[config.mk]
export PLATFORM = sky130hd
export DESIGN_NAME = osc_monitor_flat
export DESIGN_NICKNAME = d
export VERILOG_FILES = /design/src/rtl/osc_monitor_if.sv /design/src/rtl/osc_monitor.sv /design/src/flat_wrapper.sv
export SDC_FILE = /design/constraint.sdc
export NUM_CORES = 1
export LEC_CHECK = 0
export ABC_AREA = 1
export ABC_CLOCK_PERIOD_IN_PS = 2470
export CORE_UTILIZATION = 50
export CTS_BUF_LIST = sky130_fd_sc_hd__clkbuf_8
export DETAILED_ROUTE_END_ITERATION = 8
export GPL_TIMING_DRIVEN = 0
export PLACE_DENSITY = 0.82
export SLEW_MARGIN = 5
export SYNTH_ARGS = -nofsm -noshare
export SYNTH_HDL_FRONTEND = slang
export SYNTH_SLANG_ARGS = --single-unit
[constraint.sdc]
create_clock -name clk -period 2.47 [get_ports clk]
set_clock_uncertainty 0.2 [all_clocks]
set_input_delay 0.494 -clock clk [delete_from_list [all_inputs] [get_ports clk]]
set_output_delay 0.494 -clock clk [all_outputs]
set_load 0.005 [all_outputs]
[src/rtl/osc_monitor_if.sv]
// Oscillator monitor bus: the control inputs and measurement results
// exchanged between the monitor and the block that owns it.
interface osc_monitor_if #(
  parameter int CNT_W = 16
);
  logic             enable;
  logic             osc_in;
  logic             clear_fault;
  logic             osc_en;
  logic [CNT_W-1:0] count;
  logic             count_valid;
  logic             in_range;
  logic             fault;

  // Owner side: requests measurement, supplies the oscillator, reads results.
  modport master (
    output enable, osc_in, clear_fault,
    input  osc_en, count, count_valid, in_range, fault
  );

  // Monitor side.
  modport slave (
    input  enable, osc_in, clear_fault,
    output osc_en, count, count_valid, in_range, fault
  );
endinterface

[src/rtl/osc_monitor.sv]
// Oscillator monitor: enables an on-chip oscillator, waits for it to settle,
// counts its rising edges over a fixed window of clk cycles and flags any
// window whose count falls outside [MIN_CNT, MAX_CNT] with a sticky fault.
module osc_monitor #(
  parameter int WINDOW  = 27000,
  parameter int SETTLE  = 1024,
  parameter int CNT_W   = 16,
  parameter int MIN_CNT = 0,
  parameter int MAX_CNT = 65535
) (
  input  logic         clk,
  input  logic         rst_n,
  osc_monitor_if.slave bus
);

  // One shared tick counter times both the settle period and the window.
  localparam int LONGEST = (WINDOW > SETTLE) ? WINDOW : SETTLE;
  localparam int TICK_W  = (LONGEST > 1) ? $clog2(LONGEST) : 1;
  localparam logic [TICK_W-1:0] SETTLE_LAST = TICK_W'(SETTLE - 1);
  localparam logic [TICK_W-1:0] WINDOW_LAST = TICK_W'(WINDOW - 1);

  typedef enum logic [1:0] {
    ST_IDLE,
    ST_SETTLE,
    ST_MEASURE,
    ST_REPORT
  } state_t;

  state_t            r_state;
  logic [TICK_W-1:0] r_tick;
  logic [CNT_W-1:0]  r_edge_cnt;
  logic              r_sync1;
  logic              r_sync2;
  logic              r_hist;
  logic              r_osc_en;
  logic [CNT_W-1:0]  r_count;
  logic              r_count_valid;
  logic              r_in_range;
  logic              r_fault;

  logic              w_rise;
  int                w_cnt_val;
  logic              w_in_range;

  // Rising edge of the synchronised oscillator, one clk wide.
  assign w_rise = r_sync2 & ~r_hist;

  // Range test done in signed int so a MIN_CNT of 0 is not a constant compare.
  assign w_cnt_val  = int'(r_edge_cnt);
  assign w_in_range = (w_cnt_val >= MIN_CNT) && (w_cnt_val <= MAX_CNT);

  assign bus.osc_en      = r_osc_en;
  assign bus.count       = r_count;
  assign bus.count_valid = r_count_valid;
  assign bus.in_range    = r_in_range;
  assign bus.fault       = r_fault;

  // Two-flop synchroniser for the asynchronous oscillator plus a history flop.
  always_ff @(posedge clk or negedge rst_n) begin
    if (!rst_n) begin
      r_sync1 <= 1'b0;
      r_sync2 <= 1'b0;
      r_hist  <= 1'b0;
    end else begin
      // NOTE: non-blocking, so each flop takes its neighbour's pre-edge value
      // and the chain really is three stages deep.
      r_sync1 <= bus.osc_in;
      r_sync2 <= r_sync1;
      r_hist  <= r_sync2;
    end
  end

  // Control FSM with registered outputs: settle, measure, report, repeat.
  always_ff @(posedge clk or negedge rst_n) begin
    if (!rst_n) begin
      r_state       <= ST_IDLE;
      r_tick        <= '0;
      r_edge_cnt    <= '0;
      r_osc_en      <= 1'b0;
      r_count       <= '0;
      r_count_valid <= 1'b0;
      r_in_range    <= 1'b0;
      r_fault       <= 1'b0;
    end else begin
      r_count_valid <= 1'b0;
      // A fault raised in REPORT below overrides this clear.
      if (bus.clear_fault) r_fault <= 1'b0;

      unique case (r_state)
        ST_IDLE: begin
          r_tick     <= '0;
          r_edge_cnt <= '0;
          if (bus.enable) begin
            r_state  <= ST_SETTLE;
            r_osc_en <= 1'b1;
          end
        end

        ST_SETTLE: begin
          if (!bus.enable) begin
            r_state  <= ST_IDLE;
            r_osc_en <= 1'b0;
            r_tick   <= '0;
          end else if (r_tick == SETTLE_LAST) begin
            r_state    <= ST_MEASURE;
            r_tick     <= '0;
            r_edge_cnt <= '0;
          end else begin
            r_tick <= r_tick + 1'b1;
          end
        end

        ST_MEASURE: begin
          if (!bus.enable) begin
            // Abandon the partial window; published results stay untouched.
            r_state    <= ST_IDLE;
            r_osc_en   <= 1'b0;
            r_tick     <= '0;
            r_edge_cnt <= '0;
          end else begin
            if (w_rise && (r_edge_cnt != '1)) r_edge_cnt <= r_edge_cnt + 1'b1;
            if (r_tick == WINDOW_LAST) begin
              r_state <= ST_REPORT;
              r_tick  <= '0;
            end else begin
              r_tick <= r_tick + 1'b1;
            end
          end
        end

        ST_REPORT: begin
          r_count       <= r_edge_cnt;
          r_count_valid <= 1'b1;
          r_in_range    <= w_in_range;
          if (!w_in_range) r_fault <= 1'b1;
          r_edge_cnt    <= '0;
          r_tick        <= '0;
          // The oscillator is already settled, so a new window starts at once.
          if (bus.enable) begin
            r_state <= ST_MEASURE;
          end else begin
            r_state  <= ST_IDLE;
            r_osc_en <= 1'b0;
          end
        end

        default: begin
          r_state  <= ST_IDLE;
          r_osc_en <= 1'b0;
        end
      endcase
    end
  end

endmodule
[src/flat_wrapper.sv]
// flat-port wrapper written by rule: the top's interface ports become plain ports
module osc_monitor_flat 
#(
  parameter int WINDOW  = 27000,
  parameter int SETTLE  = 1024,
  parameter int CNT_W   = 16,
  parameter int MIN_CNT = 0,
  parameter int MAX_CNT = 65535
)
  (clk, rst_n, bus_enable, bus_osc_in, bus_clear_fault, bus_osc_en, bus_count, bus_count_valid, bus_in_range, bus_fault);
  osc_monitor_if #(.CNT_W(CNT_W)) bus_i ();
  input  logic clk;
  input  logic rst_n;
  input wire logic [$bits(bus_i.enable)-1:0] bus_enable;
  input wire logic [$bits(bus_i.osc_in)-1:0] bus_osc_in;
  input wire logic [$bits(bus_i.clear_fault)-1:0] bus_clear_fault;
  output wire logic [$bits(bus_i.osc_en)-1:0] bus_osc_en;
  output wire logic [$bits(bus_i.count)-1:0] bus_count;
  output wire logic [$bits(bus_i.count_valid)-1:0] bus_count_valid;
  output wire logic [$bits(bus_i.in_range)-1:0] bus_in_range;
  output wire logic [$bits(bus_i.fault)-1:0] bus_fault;
  assign bus_i.enable = bus_enable;
  assign bus_i.osc_in = bus_osc_in;
  assign bus_i.clear_fault = bus_clear_fault;
  assign bus_osc_en = bus_i.osc_en;
  assign bus_count = bus_i.count;
  assign bus_count_valid = bus_i.count_valid;
  assign bus_in_range = bus_i.in_range;
  assign bus_fault = bus_i.fault;
  osc_monitor #(.WINDOW(WINDOW), .SETTLE(SETTLE), .CNT_W(CNT_W), .MIN_CNT(MIN_CNT), .MAX_CNT(MAX_CNT)) u_core (.clk(clk), .rst_n(rst_n), .bus(bus_i));
endmodule
; ---- Yosys cells after proc, flatten, opt, wreduce, memory -nomap -nowiden
; Index checks and enable logic that the tools add are counted.
; Widths: inputs -> output; s select.
[totals]
ff_bits = 56
input_bits = 5
[op_classes]
addsub = 2
n_bitwise = 2
n_eq_ne = 13
mux = 24
magnitude_cmp = 2
n_reduce_logical = 8
[op_table]
columns = operator, n
row1 = $mux 16, 4
row2 = $mux 15, 4
row3 = $pmux 16 s3, 1
row4 = $pmux 15 s3, 1
row5 = $add 16x1->16 const B, 1
row6 = $ge 16x1->1 const B, 1
row7 = $le 16x16->1 const B, 1
row8 = $ne 16x16->1 const B, 1
row9 = $add 15x1->15 const B, 1
row10 = $eq 15x10->1 const B, 1
row11 = $eq 15x15->1 const B, 1
row12 = $mux 2, 6
row13 = $ne 3x2->1 const B, 3
row14 = $pmux 2 s4, 1
row15 = $mux 1, 6
row16 = $ne 2x2->1 const B, 3
row17 = $reduce_and 3->1, 2
row18 = $eq 2x2->1 const B, 2
row19 = $reduce_or 3->1, 1
row20 = $eq 2x1->1 const B, 1
row21 = $logic_and 1x1->1, 2
row22 = $logic_not 2->1, 1
row23 = $ne 2x1->1 const B, 1
row24 = $pmux 1 s2, 1
row25 = 4 further kinds, 4

; ---- Logic depth before layout (Yosys ltp)
; Gate-level depths: netlist of run 1.
[logic_depth]
word_depth = 6
mapped_depth = 11
depth_no_buf = 11

; ---- Worst setup path before layout of run 1
; OpenSTA, ideal clock, no wires.
[synth_timing]
path_kind = reg-to-reg
startpoint = register u_core.r_tick[0]
endpoint = register u_core.r_edge_cnt[5]
path_buffers = 1
stages_incl_launch_ff = 12
required_ns = 2.153
slack_ns = 0.729
t_arrival_ns = 1.424
synth_period_minus_slack_ns = 1.741
setup_time_ns = 0.117
cell_sequence = dfrtp_1 -> ha_1 -> nand2_1 -> inv_2 -> nand2_2 -> nor2_4 -> nand2_2 -> o21ai_4 -> nand2_4 -> buf_6 -> nand2_1 -> nand2_1
[synth_between]
elab_chain_len = 3
[synth_rtl]
columns = element, line
row1 = "start, declared", osc_monitor.sv:30  ; logic [TICK_W-1:0] r_tick;
row2 = "start signal, assigned", osc_monitor.sv:109  ; r_tick <= r_tick + 1'b1;
row3 = "start signal, assigned", osc_monitor.sv:126  ; r_tick <= r_tick + 1'b1;
row4 = $eq 15x10->1, osc_monitor.sv:104  ; end else if (r_tick == SETTLE_LAST) begin
row5 = $ne 2x1->1 (no source line), n/a
row6 = $reduce_and 3->1 (no source line), n/a
row7 = "end signal, assigned", osc_monitor.sv:121  ; if (w_rise && (r_edge_cnt != '1)) r_edge_cnt <= r_edge_cnt + 1'b1;
row8 = "end, declared", osc_monitor.sv:31  ; logic [CNT_W-1:0] r_edge_cnt;
; Every way passes these cells.
; A chain may end at the register's enable or synchronous reset.

; ---- Final worst setup path of run 1
[layout_timing]
startpoint = input bus_enable
endpoint = register u_core.r_edge_cnt[15]
[layout_between]
elab_chain_len = 2
word_cells_on_any_way = 5
cone_classes = eq/ne: 2 / mux: 2 / reduce/logical: 1
[layout_rtl]
columns = element, line
row1 = "start, declared", flat_wrapper.sv:14  ; input wire logic [$bits(bus_i.enable)-1:0] bus_enable;
row2 = "$ne 3x2->1 (no source line), or another cell as far along", n/a
row3 = $reduce_and 3->1 (no source line) / $pmux 16 s3 (equally long branches), n/a
; Several ways; a longest one is shown, not always the timed one.

==> reports/qor.csv, run 1 <==
stage,metric,value,unit
timing,slew_violations,0,
timing,max_freq,476,MHz
finish,insertedDiodeCount,0,
timing,worst_pin_slew,0.665,ns
detailed_routing,vias,2351,
synthesis,ys_ff_latch,56,
worst_setup_path,critical_path_class,primary input to flip-flop,
clock_tree,postCtsSetupRepairBufs,0,
synthesis,seq_area_frac_synth,49.4,%
worst_setup_path,crit_path_start,bus_enable,
place,io_buffer_count,24,
clock_tree,htreeDepth,2,
detailed_routing,drtIter0Drc,170,
clock_tree,clk_latency,0.30,ns
clock_tree,cts_tree,done,
detailed_routing,routedWlPerCell,11.5,um
clock_tree,root_buffer,clkbuf_8,
power_and_ir_drop,combPwrFrac,26.9,%
worst_setup_path,worstPathRequired,2.47,ns
power_and_ir_drop,clkPwrFrac,23.0,%
floorplan,dieArea,0.00598,sq mm
finish,nNetsFinal,408,
power_and_ir_drop,p_switching,0.686,mW
worst_setup_path,ff2ff_setup_slack,0.52,ns
floorplan,ios,25,
power_and_ir_drop,internal_power,1.35,mW
timing,rsz0062_at_grt,false,
hold_path,min_path_type,primary input to async pin,
floorplan,die_w,77.4,um
synthesis,yosysWarnings,0,
detailed_routing,drtAntennaViolNets,0,
clock_tree,clock_path_buffers,2,
synthesis,syn_area_per_cell,7.69,sq um
place,hpwl,4070,um
synthesis,yosysTopAreaCell,dfrtp_1,
worst_setup_path,cp.arrival,2.10,ns
global_route,grt_usage,20.5,%
clock_tree,cts_resized,0,
detailed_routing,drc,0,
clock_tree,clock_sinks,56,
power_and_ir_drop,p_sw_share,33.7,%
timing,hold_viol,0,
floorplan,std_cell_rows,27,
global_route,grt_antenna_before_repair,0,
detailed_routing,viasPerCell,4.97,
synthesis,yosysTopAreaCellShare,49.4,%
global_route,grt_pass1_wl,9870,um
worst_setup_path,start_kind,primary input,
clock_tree,path_clk_slew,0.09,ns
finish,instances_no_fill,473,
timing,setup_ws,0.369,ns
detailed_routing,drt_wl_total,5420,um
global_route,grt_pass1_vias,2342,
worst_setup_path,reg2reg_to,u_core.r_edge_cnt[7],
synthesis,ys_top_cells_by_area,"dfrtp_1 (49%), nand2_1 (16%), nor2_1 (7.7%)",
outcome,status,finished clean,
detailed_routing,first_pass_iters,4,
synthesis,netlist_instances,369,
floorplan,start_util,51.9,%
synthesis,syn_area,0.00284,sq mm
global_route,grt_max_degree,31,
timing,setup_viol,0,
timing,fin_crit,2.10,ns
global_route,grt_overflow,0,
worst_setup_path,crit_fanout,10,
timing,fin_crit_sh,85.0,%
timing,max-slew-margin-rel,55.6,%
synthesis,yosysUniqueCellTypes,29,
finish,drive_gt1_share,7.23,%
place,dp.cells,466,
worst_setup_path,r2r-start,u_core.r_tick[0],
power_and_ir_drop,ir_worst_vdd,0.403,mV
worst_setup_path,cp-end-kind,flip-flop,
run,drv_cap,0,
worst_setup_path,endpoint,u_core.r_edge_cnt[15],
power_and_ir_drop,power_density,624,mW/mm^2
worst_setup_path,rr_worst_depth,11,
synthesis,synth_nets,376,
timing,hold_slack,0.0162,ns
power_and_ir_drop,pwr-share-seq,50.1,%
clock_tree,cts_hold_buf,0,
place,dp_slack,0.0788,ns
place,gp_congestion,0.890,
finish,syn2layout_area_growth,14.9,%
floorplan,die_h,77.4,um
floorplan,core_area,0.00547,sq mm
power_and_ir_drop,p_leak,1.47,nW
clock_tree,cts_buffers,5,
synth_stat cells, drive strengths merged:
cell,instances
nand2,127
nor2,62
dfrtp,56
inv,36
nand3,24
o21ai,24
xor2,9
buf,5
nor3,5
a21oi,4
nand4,4
clkbuf,3
nand3b,3
ha,2
xnor2,2
maj3,1
nor3b,1
or2,1
stage by stage:
stage	setup TNS [ns]	util, %	area (sq um)	power, mW
finish	0	59.6	3260	2.04
global route	0	59.6	3260	2.16
CTS	0	59.6	3260	2.06
detailed placement	0	58.2	3180	1.59
global placement	-52.92	57.9	3170	1.58
floorplan	0	-	2840	1.41
sequential cells by signal, indices dropped and copies added (netlist names):
name,flops
u_core.bus.in_range,1
u_core.r_sync1,1
u_core.bus.fault,1
u_core.r_state,2
u_core.bus.osc_en,1
u_core.r_sync2,1
u_core.r_edge_cnt,16
u_core.bus.count,16
u_core.bus.count_valid,1
u_core.r_hist,1
u_core.r_tick,15
critical path, stage by stage:
cell and delay [ns]:
clkdlybuf4s50_1 0.53, inv_1 0.13, nor3_2 0.30, buf_6 0.20
inv_2 0.10, nor2_1 0.12, nor2_1 0.10, nand2_1 0.07
nand2_1 0.05
final cells by class:
class                      instances  area, sq um
multi-input combinational        269         1250
inverter                          36          135
sequential                        56         1400
fill                             533         2210
clock inverter                     2         8.76
clock buffer                       5         68.8
tap                               72         90.1
buffer                             8         53.8
timing repair buffer              25          255
cell usage in the layout, fill, tap and decap left out, types with 4 or more instances in the layout:
master / synthesis / routed
dfrtp_1: 56 / 56
inv_1: 33 / 34
nand2_1: 123 / 123
a21oi_1: 4 / 4
clkbuf_8: 0 / 5
xor2_1: 9 / 9
nor3_1: 4 / 4
nand3_1: 24 / 24
clkdlybuf4s50_1: 0 / 23
nor2_1: 58 / 58
o21ai_0: 22 / 22
cell families after synthesis:
family	after synthesis	share of synthesized area [%]
xor gates and xnor gates	11	3.39
AOI/OAI and AO/OA	28	5.47
DFF	56	49.4
adders and majority gates	3	1.23
buffers and inverters	44	6.65
and+or+nand+nor	227	33.9
power by group through the flow:
stage | registers [mW] | clock network (mW) | logic [mW]
2_1_floorplan | 1.03 | 0 | 0.380
4_1_cts | 1.02 | 0.485 | 0.551
5_1_grt | 1.03 | 0.511 | 0.614
6_report | 1.02 | 0.469 | 0.548
3_5_place_dp | 1.04 | 0 | 0.547
3_3_place_gp | 1.04 | 0 | 0.541
worst min path at each step:
stage / startpoint / to / cells past startpoint
final: rst_n / u_core.bus.count[10] / 1
after global routing: rst_n / u_core.bus.count[5] / 1
after CTS: rst_n / u_core.bus.count[5] / 1
after detailed placement: u_core.r_sync1 / u_core.r_sync2 / 0
after global placement: u_core.r_sync1 / u_core.r_sync2 / 0
after floorplan: rst_n / u_core.bus.count[0] / 0
metal layers:
metal | part of all wire (%) | global-route usage (%)
met5 | 0 | 0
met4 | 1.0 | 7.17
met3 | 3.9 | 3.18
met2 | 47 | 35.0
met1 | 48 | 26.4
(Power assumes the default switching activity.)
==> run 2, diff against run 1 <==
--- a/config.mk
+++ b/config.mk
@@ -7,11 +7,12 @@
 export LEC_CHECK = 0
 export ABC_AREA = 1
 export ABC_CLOCK_PERIOD_IN_PS = 2470
+export CAP_MARGIN = 20
 export CORE_UTILIZATION = 50
 export CTS_BUF_LIST = sky130_fd_sc_hd__clkbuf_8
 export DETAILED_ROUTE_END_ITERATION = 8
 export GPL_TIMING_DRIVEN = 0
-export PLACE_DENSITY = 0.82
+export PLACE_DENSITY = 0.71
 export SLEW_MARGIN = 5
 export SYNTH_ARGS = -nofsm -noshare
 export SYNTH_HDL_FRONTEND = slang
==> run 2 against run 1 <==
Net effect: clock power up 28%; first-iteration DRC count fell by 33%; routed wire length is 1.6% higher; critical path depth stayed put; final area increased by 1.3%; die area is the same; count of clock-buffer cells in the layout stayed put; critical path type unchanged; critical endpoint is now u_core.r_edge_cnt[13].
==> reports/qor.csv, run 2 (same netlist as run 1, synthesis figures left out) <==
stage,metric,value,unit,change
worst_setup_path,worstPathRequired,2.48,ns,was 2.47 ns
clock_tree,clock_sinks,56,,unchanged
clock_tree,postCtsSetupRepairBufs,0,,unchanged
worst_setup_path,ff2ff_setup_slack,0.47,ns,was 0.52 ns
finish,multi_input_area,0.00125,sq mm,unchanged
detailed_routing,first_pass_iters,4,,unchanged
global_route,grt_pass1_wl,10400,um,was 9870 um
finish,nNetsFinal,409,,was 408
detailed_routing,drc,0,,unchanged
hold_path,min_path_type,flip-flop to flip-flop,,was primary input to async pin
floorplan,start_util,51.9,%,unchanged
run,drv_cap,0,,unchanged
place,hpwl,4100,um,was 4070 um
timing,slew_violations,0,,unchanged
timing,max_freq,482,MHz,was 476 MHz
timing,hold_viol,0,,unchanged
clock_tree,htreeDepth,2,,unchanged
timing,hold_slack,0.156,ns,was 0.0162 ns
global_route,grt_overflow,0,,unchanged
timing,fin_crit_sh,84.0,%,was 85.0%
clock_tree,path_clk_slew,0.09,ns,about the same
floorplan,ios,25,,unchanged
finish,fillers,511,,was 533
worst_setup_path,reg2reg_to,u_core.r_edge_cnt[4],,was u_core.r_edge_cnt[7]
worst_setup_path,start_kind,primary input,,unchanged
global_route,grt_antenna_before_repair,0,,unchanged
finish,insertedDiodeCount,0,,unchanged
timing,worst_pin_slew,0.560,ns,was 0.665 ns
floorplan,dieArea,0.00598,sq mm,unchanged
global_route,grt_pass1_vias,2278,,was 2342
power_and_ir_drop,power_density,661,mW/mm^2,was 624 mW/mm^2
worst_setup_path,critical_path_class,primary input to flip-flop,,unchanged
detailed_routing,viasPerCell,4.94,,was 4.97
worst_setup_path,slowest_delay,0.52,ns,was 0.53 ns
worst_setup_path,path_cells,"clkdlybuf4s50_1, inv_1, nor3_2, buf_6, inv_2, nor2_1, nor2_1, nand2_1, nand2_1",,unchanged
clock_tree,cts_tree,done,,unchanged
finish,final_common_cell,nand2_1,,unchanged
outcome,status,finished clean,,unchanged
power_and_ir_drop,ir_worst_vdd,0.509,mV,was 0.403 mV
power_and_ir_drop,p_leak,1.48,nW,was 1.47 nW
timing,tns,0,ns,unchanged
global_route,grt_usage,21.9,%,was 20.5%
worst_setup_path,crit_path_start,bus_enable,,unchanged
place,io_buffer_count,24,,unchanged
floorplan,core_area,0.00547,sq mm,unchanged
floorplan,std_cell_rows,27,,unchanged
timing,max-slew-margin-rel,62.7,%,was 55.6%
clock_tree,clock_path_buffers,2,,unchanged
worst_setup_path,slowest_stage,clkdlybuf4s50_1,,unchanged
worst_setup_path,r2r-start,u_core.r_edge_cnt[0],,was u_core.r_tick[0]
detailed_routing,routedWlPerCell,11.6,um,was 11.5 um
worst_setup_path,endpoint,u_core.r_edge_cnt[13],,was u_core.r_edge_cnt[15]
global_route,grt_max_degree,33,,was 31
clock_tree,cts_buffers,5,,unchanged
floorplan,die_w,77.4,um,unchanged
detailed_routing,drtIter0Drc,114,,was 170
timing,fin_crit,2.07,ns,was 2.10 ns
worst_setup_path,cp-end-kind,flip-flop,,unchanged
finish,drive_gt1_share,7.69,%,was 7.23%
detailed_routing,drtAntennaViolNets,0,,unchanged
finish,syn2layout_area_growth,16.4,%,was 14.9%
place,gp_congestion,0.898,,was 0.890
timing,setup_viol,0,,unchanged
worst_setup_path,crit_fanout,10,,unchanged
timing,rsz0062_at_grt,false,,unchanged
clock_tree,root_buffer,clkbuf_8,,unchanged
detailed_routing,vias,2347,,was 2351
finish,layout_common_cells,"nand2_1 (123), nor2_1 (58), dfrtp_1 (56)",,unchanged
worst_setup_path,rr_worst_depth,9,,was 11
floorplan,die_h,77.4,um,unchanged
detailed_routing,drt_wl_total,5510,um,was 5420 um
clock_tree,clk_latency,0.31,ns,was 0.30 ns
finish,seqCellArea,0.00140,sq mm,unchanged
worst_setup_path,cp.arrival,2.08,ns,was 2.10 ns
[run 2: cell count changes in the layout (fill, tap and decap cells not counted), sizes merged]
cell / previous run / this run
dlygate4sd3: 0 / 1
inv: 37 / 36
bufinv: 0 / 1
clkinvlp: 0 / 1
[run 2: area by class of cell]
type	instances	share of cell area (%)
clock inverters	3	1.29
repair buffers	26	8.02
multi-input cells	269	37.8
flip-flops and latches	56	42.4
well taps	72	2.73
inverters	36	4.09
plain buffers	8	1.63
clock buffers	5	2.08
[run 2: worst min-delay path by stage]
stage                               from                   to  slack [ns]  cells past startpoint
final                     u_core.r_sync1       u_core.r_sync2        0.16                      0
after global routing      u_core.r_sync1       u_core.r_sync2        0.17                      0
after CTS                 u_core.r_sync1       u_core.r_sync2        0.16                      0
after detailed placement  u_core.r_sync1       u_core.r_sync2        0.14                      0
after global placement    u_core.r_sync1       u_core.r_sync2        0.13                      0
after floorplan                    rst_n  u_core.bus.count[0]      -0.002                      0
[run 2: critical path, delay by kind of cell]
kind,cells,cell delay (ns)
buffers and inverters,4,0.95
and+or+nand+nor,5,0.63
[run 2: layer usage]
layer	vias to the layer above	global-route usage (%)	share of wire, %	wire length [um]
li1	1215	-	-	-
met3	5	3.53	4.8	263
met2	52	35.1	45	2480
met5	-	0	0	0
met4	0	7.17	0.94	52
met1	1075	30.2	49	2710
[run 2: stage by stage]
step                std cells  cell area, sq um  power [mW]  worst slack (ns)  utilization, %
floorplan                 369              2840        1.41             0.729               -
global placement          465              3170        1.59             -1.03            57.9
detailed placement        466              3180        1.61            0.0621            58.2
CTS                       475              3310        2.21             0.390            60.4
global route              475              3310        2.31             0.253            60.4
finish                    475              3310        2.18             0.396            60.4
[run 2: repair_timing]
action / CTS / global route
hold buffers: 1 / 0
endpoints found under the hold margin: 24 / 0
resized for setup: 0 / 0
[run 2: report_power, final]
group          total [mW]  internal (mW)  switching (mW)
registers            1.02          0.973          0.0489
logic               0.563          0.189           0.375
clock network       0.598          0.300           0.298
==> run 3, diff against run 2 <==
--- a/config.mk
+++ b/config.mk
@@ -6,7 +6,7 @@
 export NUM_CORES = 1
 export LEC_CHECK = 0
 export ABC_AREA = 1
-export ABC_CLOCK_PERIOD_IN_PS = 2470
+export ABC_CLOCK_PERIOD_IN_PS = 2000
 export CAP_MARGIN = 20
 export CORE_UTILIZATION = 50
 export CTS_BUF_LIST = sky130_fd_sc_hd__clkbuf_8
==> constraint.sdc (replaced) <==
create_clock -name clk -period 2 [get_ports clk]
set_clock_uncertainty 0.2 [all_clocks]
set_input_delay 0.4 -clock clk [delete_from_list [all_inputs] [get_ports clk]]
set_output_delay 0.4 -clock clk [all_outputs]
set_load 0.005 [all_outputs]
==> run 3 against run 2 <==
Net effect: non-clock buffer count increased by 10; via count increased by 1.9%; sequential share of layout area is 1.4 points lower; critical path depth unchanged; critical endpoint is now u_core.r_edge_cnt[14].
==> reports/qor.csv, run 3 (same netlist as run 1, synthesis figures left out) <==
stage,metric,value,unit,change
outcome,status,finished clean,,unchanged
detailed_routing,vias,2391,,was 2347
timing,max_freq,535,MHz,
finish,final_common_cell,nand2_1,,unchanged
global_route,grt_antenna_before_repair,0,,unchanged
power_and_ir_drop,combPwrFrac,27.7,%,was 25.8%
place,io_buffer_count,24,,unchanged
power_and_ir_drop,internal_power,1.86,mW,was 1.46 mW
clock_tree,cts_tree,done,,unchanged
timing,setup_ws,0.133,ns,was 0.396 ns
clock_tree,path_clk_slew,0.10,ns,was 0.09 ns
worst_setup_path,cpMostUsedCell,nand2_1,,
floorplan,die_h,77.4,um,unchanged
worst_setup_path,start_kind,primary input,,unchanged
global_route,grt_pass1_vias,2278,,unchanged
clock_tree,clock_path_buffers,2,,unchanged
clock_tree,root_buffer,clkbuf_8,,unchanged
finish,drive_gt1_share,10.7,%,was 7.69%
power_and_ir_drop,power_density,812,mW/mm^2,was 661 mW/mm^2
worst_setup_path,cp_num_cells,9,,unchanged
timing,fin_crit_sh,93.4,%,
power_and_ir_drop,p_switching,0.916,mW,was 0.722 mW
timing,fin_crit,1.87,ns,
worst_setup_path,rr_worst_depth,11,,was 9
detailed_routing,drtIter0Drc,185,,was 114
finish,layout_common_cells,"nand2_1 (122), nor2_1 (57), dfrtp_1 (55)",,"was nand2_1 (123), nor2_1 (58), dfrtp_1 (56)"
worst_setup_path,endpoint,u_core.r_edge_cnt[14],,was u_core.r_edge_cnt[13]
global_route,grt_usage,21.9,%,unchanged
worst_setup_path,crit_path_start,bus_enable,,unchanged
floorplan,dieArea,0.00598,sq mm,unchanged
detailed_routing,routedWlPerCell,11.7,um,was 11.6 um
floorplan,ios,25,,unchanged
power_and_ir_drop,p_sw_share,33.0,%,was 33.1%
timing,slew_violations,0,,unchanged
detailed_routing,viasPerCell,4.93,,was 4.94
worst_setup_path,cp-end-kind,flip-flop,,unchanged
detailed_routing,first_pass_iters,4,,unchanged
worst_setup_path,r2r-start,u_core.r_tick[0],,was u_core.r_edge_cnt[0]
place,dp_slack,-0.314,ns,was 0.0621 ns
timing,max-slew-margin-rel,63.2,%,was 62.7%
global_route,grt_overflow,0,,unchanged
hold_path,min_path_type,flip-flop to flip-flop,,unchanged
worst_setup_path,crit_family,buffers and inverters,,unchanged
clock_tree,clock_sinks,56,,unchanged
worst_setup_path,slowest_delay,0.53,ns,was 0.52 ns
worst_setup_path,worstPathRequired,2.01,ns,was 2.48 ns
floorplan,start_util,51.9,%,unchanged
finish,nNetsFinal,419,,was 409
clock_tree,htreeDepth,2,,unchanged
power_and_ir_drop,p_leak,1.56,nW,was 1.48 nW
finish,fillers,503,,was 511
power_and_ir_drop,ir_worst_vdd,0.697,mV,was 0.509 mV
finish,syn2layout_area_growth,20.4,%,was 16.4%
place,hpwl,4100,um,unchanged
power_and_ir_drop,pwr-share-seq,45.6,%,was 46.8%
power_and_ir_drop,finalPower,2.78,mW,was 2.18 mW
worst_setup_path,path_cells,"clkdlybuf4s50_1, inv_1, nor3_4, buf_6, inv_2, nor2_1, nor2_2, nand2_1, nand2_1",,"was clkdlybuf4s50_1, inv_1, nor3_2, buf_6, inv_2, nor2_1, nor2_1, nand2_1, nand2_1"
worst_setup_path,reg2reg_to,u_core.r_edge_cnt[11],,was u_core.r_edge_cnt[4]
timing,hold_viol,0,,unchanged
floorplan,core_area,0.00547,sq mm,unchanged
run,drv_cap,0,,unchanged
timing,worst_pin_slew,0.551,ns,was 0.560 ns
floorplan,die_w,77.4,um,unchanged
worst_setup_path,slowest_stage,clkdlybuf4s50_1,,unchanged
worst_setup_path,ff2ff_setup_slack,0.14,ns,was 0.47 ns
detailed_routing,drc,0,,unchanged
clock_tree,clk_latency,0.32,ns,was 0.31 ns
worst_setup_path,critPathBufInv,4,,unchanged
clock_tree,cts_buffers,5,,unchanged
floorplan,std_cell_rows,27,,unchanged
worst_setup_path,crit_fanout,10,,unchanged
global_route,grt_pass1_wl,10400,um,unchanged
global_route,grt_max_degree,33,,unchanged
worst_setup_path,cp.arrival,1.88,ns,was 2.08 ns
finish,insertedDiodeCount,0,,unchanged
detailed_routing,drtAntennaViolNets,0,,unchanged
timing,setup_viol,0,,unchanged
worst_setup_path,critical_path_class,primary input to flip-flop,,unchanged
power_and_ir_drop,clkPwrFrac,26.7,%,was 27.4%
place,gp_congestion,0.898,,unchanged
detailed_routing,drt_wl_total,5670,um,was 5510 um
## run 3: power groups by stage
stage                     clock [mW]  combinational [mW]  sequential (mW)
final                          0.741               0.770             1.27
after global routing           0.794               0.862             1.28
after CTS                      0.762               0.705             1.26
after detailed placement           0               0.698             1.29
after global placement             0               0.683             1.28
after floorplan                    0               0.469             1.27
## run 3: final cells by class
cell class | count | area (sq um) | area share (%)
clock buffer | 5 | 68.8 | 2.01
inverter | 36 | 135 | 3.95
clock inverter | 3 | 42.5 | 1.24
timing repair buffer | 36 | 340 | 9.96
multi-input combinational | 269 | 1280 | 37.5
buffer | 8 | 56.3 | 1.65
sequential | 56 | 1400 | 41.0
tap | 72 | 90.1 | 2.64
## run 3: per-stage QoR
stage | hold slack, ns | cells | cell area [sq um] | setup TNS (ns) | util [%]
after global placement | 0.135 | 465 | 3170 | -84.18 | 57.9
final | 0.156 | 485 | 3420 | 0 | 62.5
after floorplan | -0.0956 | 369 | 2840 | 0 | -
after CTS | 0.161 | 475 | 3310 | 0 | 60.4
after global routing | 0.165 | 485 | 3420 | -0.0443 | 62.5
after detailed placement | 0.138 | 466 | 3180 | -6.66 | 58.2
## run 3: worst min path at each step
stage / from / end / slack [ns] / cells past startpoint
final: u_core.r_sync1 / u_core.r_sync2 / 0.16 / 0
after global routing: u_core.r_sync1 / u_core.r_sync2 / 0.17 / 0
after CTS: u_core.r_sync1 / u_core.r_sync2 / 0.16 / 0
after detailed placement: u_core.r_sync1 / u_core.r_sync2 / 0.14 / 0
after global placement: u_core.r_sync1 / u_core.r_sync2 / 0.13 / 0
after floorplan: rst_n / u_core.bus.count[0] / -0.1 / 0
## run 3: what timing repair did
item	in CTS	in global routing
gates cloned	0	0
setup buffers	0	10
hold buffers	1	0
pin swaps	0	5
endpoints found under the setup margin	1	26
resized for setup	1	8
endpoints found under the hold margin	24	0
## run 3: layer usage
metal | track usage, % | vias to the layer above | part of all wire [%]
met5 | 0 | - | 0
met4 | 7.17 | 0 | 1.0
met3 | 3.53 | 5 | 4.5
met2 | 35.1 | 47 | 46
met1 | 30.2 | 1104 | 48
li1 | - | 1235 | -
==> RTL edit 1, RTL diff (settings of run 3) <==
`WINDOW` is set to 27000 in 2 places; all go to 13500.
--- a/src/rtl/osc_monitor.sv
+++ b/src/rtl/osc_monitor.sv
@@ -2,7 +2,7 @@
 // counts its rising edges over a fixed window of clk cycles and flags any
 // window whose count falls outside [MIN_CNT, MAX_CNT] with a sticky fault.
 module osc_monitor #(
-  parameter int WINDOW  = 27000,
+  parameter int WINDOW  = 13500,
   parameter int SETTLE  = 1024,
   parameter int CNT_W   = 16,
   parameter int MIN_CNT = 0,
--- a/src/flat_wrapper.sv
+++ b/src/flat_wrapper.sv
@@ -1,7 +1,7 @@
 // flat-port wrapper written by rule: the top's interface ports become plain ports
 module osc_monitor_flat 
 #(
-  parameter int WINDOW  = 27000,
+  parameter int WINDOW  = 13500,
   parameter int SETTLE  = 1024,
   parameter int CNT_W   = 16,
   parameter int MIN_CNT = 0,
Check against the original RTL: no difference found for any inputs over 10 cycles, from zero or initial values and one cycle with rst_n low; that may be too few to reach the edited logic, so the function may still have changed.
==> RTL edit 1 against run 3 <==
Synthesized area decreased by 1.8%. Wire length up 4.9%. Cell area fell by 1.1%. Sequential cell count down 1. Critical path type is now register to register. Total power decreased by 2.2%. Maximum frequency decreased by 2.6%. Worst setup slack worse by 0.051 ns. Combinational power down 0.5%.
==> RTL edit 1: results <==
hold_path:
  hold_class: "register to register"
pwr:
  powerClk_uw: 714
  p_comb_uw: 766
  p_int_uw: 1870
  power.share.switching_pct: 31.1
  p_leak_uw: 0.00148
  ir_drop_mv: 0.657
global_routing:
  grt_pass1_wl_um: 10000
  track_usage_pct: 21.7
  grt_pass1_vias: 2183
  grt_max_degree: 39
yosys:
  yosysSeqAreaShare_pct: 49.4
  synth.net_count: 363
  ys_types: 27
  synth_top_cells_by_count: "nand2_1, dfrtp_1, nor2_1, nand3_1, inv_1"
  yosys_warnings: 0
  synthTopCellsByArea: "dfrtp_1, nand2_1, nor2_1"
setup_path:
  max_stage_delay_ns: 0.42
  cp_top_family: "simple AND/OR/NAND/NOR gates"
  cp.arrival_ns: 1.92
  crit_slowest_cell: "dfrtp_1"
placed_design:
  placed_area_um2: 3130
  dp_hpwl_um: 4370
  gp_congestion: 0.871
drt:
  wl_met3_um: 181
  wl_met2_um: 2980
  num_vias: 2366
  totalWireLength_um: 5950
  met1_length_um: 2700
  drt_iter0_markers: 149
clocking:
  clkLatencyLatePin_ns: 0.30
run_status:
  status: "finished, final reports clean"
final_layout:
  drive_above_1_share_pct: 11.3
  nNetsFinal: 406
sta:
  maxSlewHeadroom_pct: 72.7
  layout_min_cycle_time_ns: 1.92
-- RTL edit 1: cell types whose count changed in the layout (fill, tap and decap cells not counted), moves of 3 or more --
cell     delta
a21oi_1    +13
nor2_1     -11
inv_1       -8
nand2_1     -7
nor3_1      -3
xor2_1      -3
-- RTL edit 1: repair_timing --
item	4_1_cts	5_1_grt
buffers inserted	0	10
hold buffers	1	0
resized for setup	2	14
cloned	0	0
setup endpoints to repair	5	28
hold endpoints to repair	17	0
pin swaps	0	8
-- RTL edit 1: metrics by stage --
| step | util (%) | hold slack [ns] | TNS, ns | cells | setup WS [ns] |
|---|---|---|---|---|---|
| after global placement | 59.5 | 0.133 | -79.30 | 450 | -1.35 |
| after detailed placement | 59.8 | 0.138 | -6.35 | 451 | -0.322 |
| after floorplan | - | -0.0956 | 0 | 356 | 0.254 |
| after CTS | 62.1 | 0.161 | 0 | 459 | 0.0000930 |
| after global routing | 64.5 | 0.167 | -0.131 | 469 | -0.0236 |
| final | 64.5 | 0.157 | 0 | 469 | 0.0820 |
-- RTL edit 1: path summary, 6_finish.rpt --
check                                            startpoint                                end  slack [ns]  depth (start not counted)
min in group asynchronous                             rst_n    u_core.bus.in_range$_DFFE_PN0P_        0.35                          2
max in group asynchronous                             rst_n  u_core.r_edge_cnt[12]$_DFFE_PN0P_        0.72                          3
hold reg to reg                    u_core.r_sync1$_DFF_PN0_           u_core.r_sync2$_DFF_PN0_        0.16                          0
setup / recovery           u_core.r_edge_cnt[1]$_DFFE_PN0P_   u_core.r_edge_cnt[3]$_DFFE_PN0P_        0.08                          9
hold / removal                     u_core.r_sync1$_DFF_PN0_           u_core.r_sync2$_DFF_PN0_        0.16                          0
setup reg to reg           u_core.r_edge_cnt[1]$_DFFE_PN0P_   u_core.r_edge_cnt[3]$_DFFE_PN0P_        0.08                          9
-- RTL edit 1: layout make-up --
type | instances | area [um2]
Inverter | 27 | 101
Buffer | 9 | 58.8
Clock buffer | 5 | 68.8
Fill cell | 458 | 1860
Multi-Input combinational cell | 265 | 1290
Tap cell | 70 | 87.6
Timing Repair Buffer | 36 | 355
Sequential cell | 55 | 1380
Clock inverter | 2 | 37.5
-- RTL edit 1: logic make-up (layout without fill, tap and decap cells) --
kind of cell | Yosys count | in the layout | synth area share, %
xor gates and xnor gates | 10 | 10 | 3.14
AOI/OAI and AO/OA | 42 | 42 | 8.53
and+or+nand+nor | 210 | 210 | 32.4
buffers and inverters | 36 | 79 | 5.30
DFF | 55 | 55 | 49.4
adders and majority gates | 3 | 3 | 1.26
-- RTL edit 1: metal layers --
layer  global-route usage [%]  up-vias
li1                         -     1215
met1                     27.0     1094
met2                     38.4       49
met3                     2.98        8
met4                     7.88        0
met5                        0        -
==> RTL edit 2, RTL diff (settings of run 3) <==
Without the edit above. The 4 states of `state_t` get a Gray code encoding in 2 bits.
--- a/src/rtl/osc_monitor.sv
+++ b/src/rtl/osc_monitor.sv
@@ -20,10 +20,10 @@
   localparam logic [TICK_W-1:0] WINDOW_LAST = TICK_W'(WINDOW - 1);
 
   typedef enum logic [1:0] {
-    ST_IDLE,
-    ST_SETTLE,
-    ST_MEASURE,
-    ST_REPORT
+    ST_IDLE    = 2'b00,
+    ST_SETTLE  = 2'b01,
+    ST_MEASURE = 2'b11,
+    ST_REPORT  = 2'b10
   } state_t;
 
   state_t            r_state;
Check against the original RTL: same outputs for any inputs over 10 cycles, from zero or initial values and one cycle with rst_n low; not proved beyond that.
==> RTL edit 2 against run 3 <==
Cell area grew 1.7%. Sequential cell count stayed put. Via count grew 1.3%. Clock power rose by 5.5%. Maximum frequency decreased by 1.3%. Total power down 0.65%. Wire length grew 4.7%. Largest power group unchanged. Sequential share of layout area decreased by 0.73 points. First-iteration DRC count down 49%. Register-to-register slack worse by 0.03 ns. Worst setup slack worse by 0.024 ns. Synthesized area increased by 4.5%.
==> RTL edit 2: results <==
placed_design:
  dp_hpwl_um: 4490
  post-place-ws_ns: -0.291
pwr:
  ir_drop_mv: 0.560
  p_leak_uw: 0.00161
  power.switching_uw: 862
drt:
  via_per_inst: 4.98
  drt_iter0_markers: 94
  totalWireLength_um: 5940
global_routing:
  grt_pass1_wl_um: 10300
  grt_pass1_vias: 2373
  track_usage_pct: 20.9
  grt_max_degree: 36
setup_path:
  max_stage_delay_ns: 0.44
yosys:
  synth_compound_area_share_pct: 5.57
  ys_types: 30
  synth_top_cells_by_count: "nand2_1, dfrtp_1, nor2_1, inv_1, nand3_1"
  synth.net_count: 393
  synthAdderAreaFrac_pct: 2.95
  synth-xor-area-share_pct: 2.95
  synthTopCellsByArea: "dfrtp_1, nand2_1, nor2_1"
  yosysSeqAreaShare_pct: 47.2
sta:
  maxSlewHeadroom_pct: 66.1
clocking:
  cts-root-buf: "clkbuf_8"
final_layout:
  drive_above_1_share_pct: 12.3
  nNetsFinal: 426
run_status:
  status: "finished, final reports clean"
[RTL edit 2: changes by cell type after synthesis, moves of 3 or more]
cell and delta:
nand2_2 +9, inv_1 -6, ha_1 +5, nor2_1 -5
o21ai_0 -4, inv_2 +3
[RTL edit 2: final timing paths]
kind	start	endpoint	slack, ns	cells past startpoint
hold reg to reg	u_core.r_sync1$_DFF_PN0_	u_core.r_sync2$_DFF_PN0_	0.15	0
hold / removal	u_core.r_sync1$_DFF_PN0_	u_core.r_sync2$_DFF_PN0_	0.15	0
max in group asynchronous	rst_n	u_core.r_edge_cnt[13]$_DFFE_PN0P_	0.66	3
setup / recovery	u_core.r_edge_cnt[0]$_DFFE_PN0P_	u_core.r_edge_cnt[11]$_DFFE_PN0P_	0.11	10
min in group asynchronous	rst_n	u_core.bus.fault$_DFF_PN0_	0.39	2
setup reg to reg	u_core.r_edge_cnt[0]$_DFFE_PN0P_	u_core.r_edge_cnt[11]$_DFFE_PN0P_	0.11	10
[RTL edit 2: area by class of cell]
type                            count  area [um2]
Inverter                           34         129
Fill cell                         520        2130
Sequential cell                    56        1400
Clock buffer                        6        82.6
Buffer                              8        66.3
Tap cell                           72        90.1
Clock inverter                      2        38.8
Timing Repair Buffer               26         268
Multi-Input combinational cell    283        1400
[RTL edit 2: kinds of logic after synthesis]
logic type | after synthesis
fa+ha+maj | 7
xor+xnor | 10
compound gates | 29
buf+inv | 42
flops | 56
simple gates | 237
[RTL edit 2: repair_timing]
item,CTS,global route
pin swaps,0,1
gates resized for setup,4,9
endpoints found under the setup margin,19,34
endpoints found under the hold margin,21,0
hold buffers,1,0
[RTL edit 2: metrics by stage]
step	instances	util [%]	power, uW
final	487	62.0	2760
after global routing	487	62.0	2920
after CTS	487	61.6	2780
after detailed placement	478	59.1	1990
after global placement	477	58.8	1980
after floorplan	381	-	1760
[RTL edit 2: worst max-delay path: cells and delay by family, from the launching register on]
family	cells	cell delay (ns)
compound gates	1	0.18
fa+ha+maj	1	0.24
buf+inv	1	0.16
flops	1	0.44
simple gates	7	0.56
[RTL edit 2: power groups by stage]
stage,Combinational [uW],Sequential [uW],Clock (uW)
final,732,1240,782
after CTS,731,1250,800
after global routing,823,1250,847
after detailed placement,725,1270,0
after floorplan,495,1260,0
after global placement,711,1270,0
[RTL edit 2: metal layers]
| layer | track usage (%) | vias up | part of all wire, % |
|---|---|---|---|
| met5 | 0 | - | 0 |
| met4 | 4.91 | 0 | 0.91 |
| met3 | 3.45 | 6 | 3.5 |
| met2 | 39.1 | 49 | 49 |
| met1 | 24.8 | 1111 | 47 |
| li1 | - | 1257 | - |
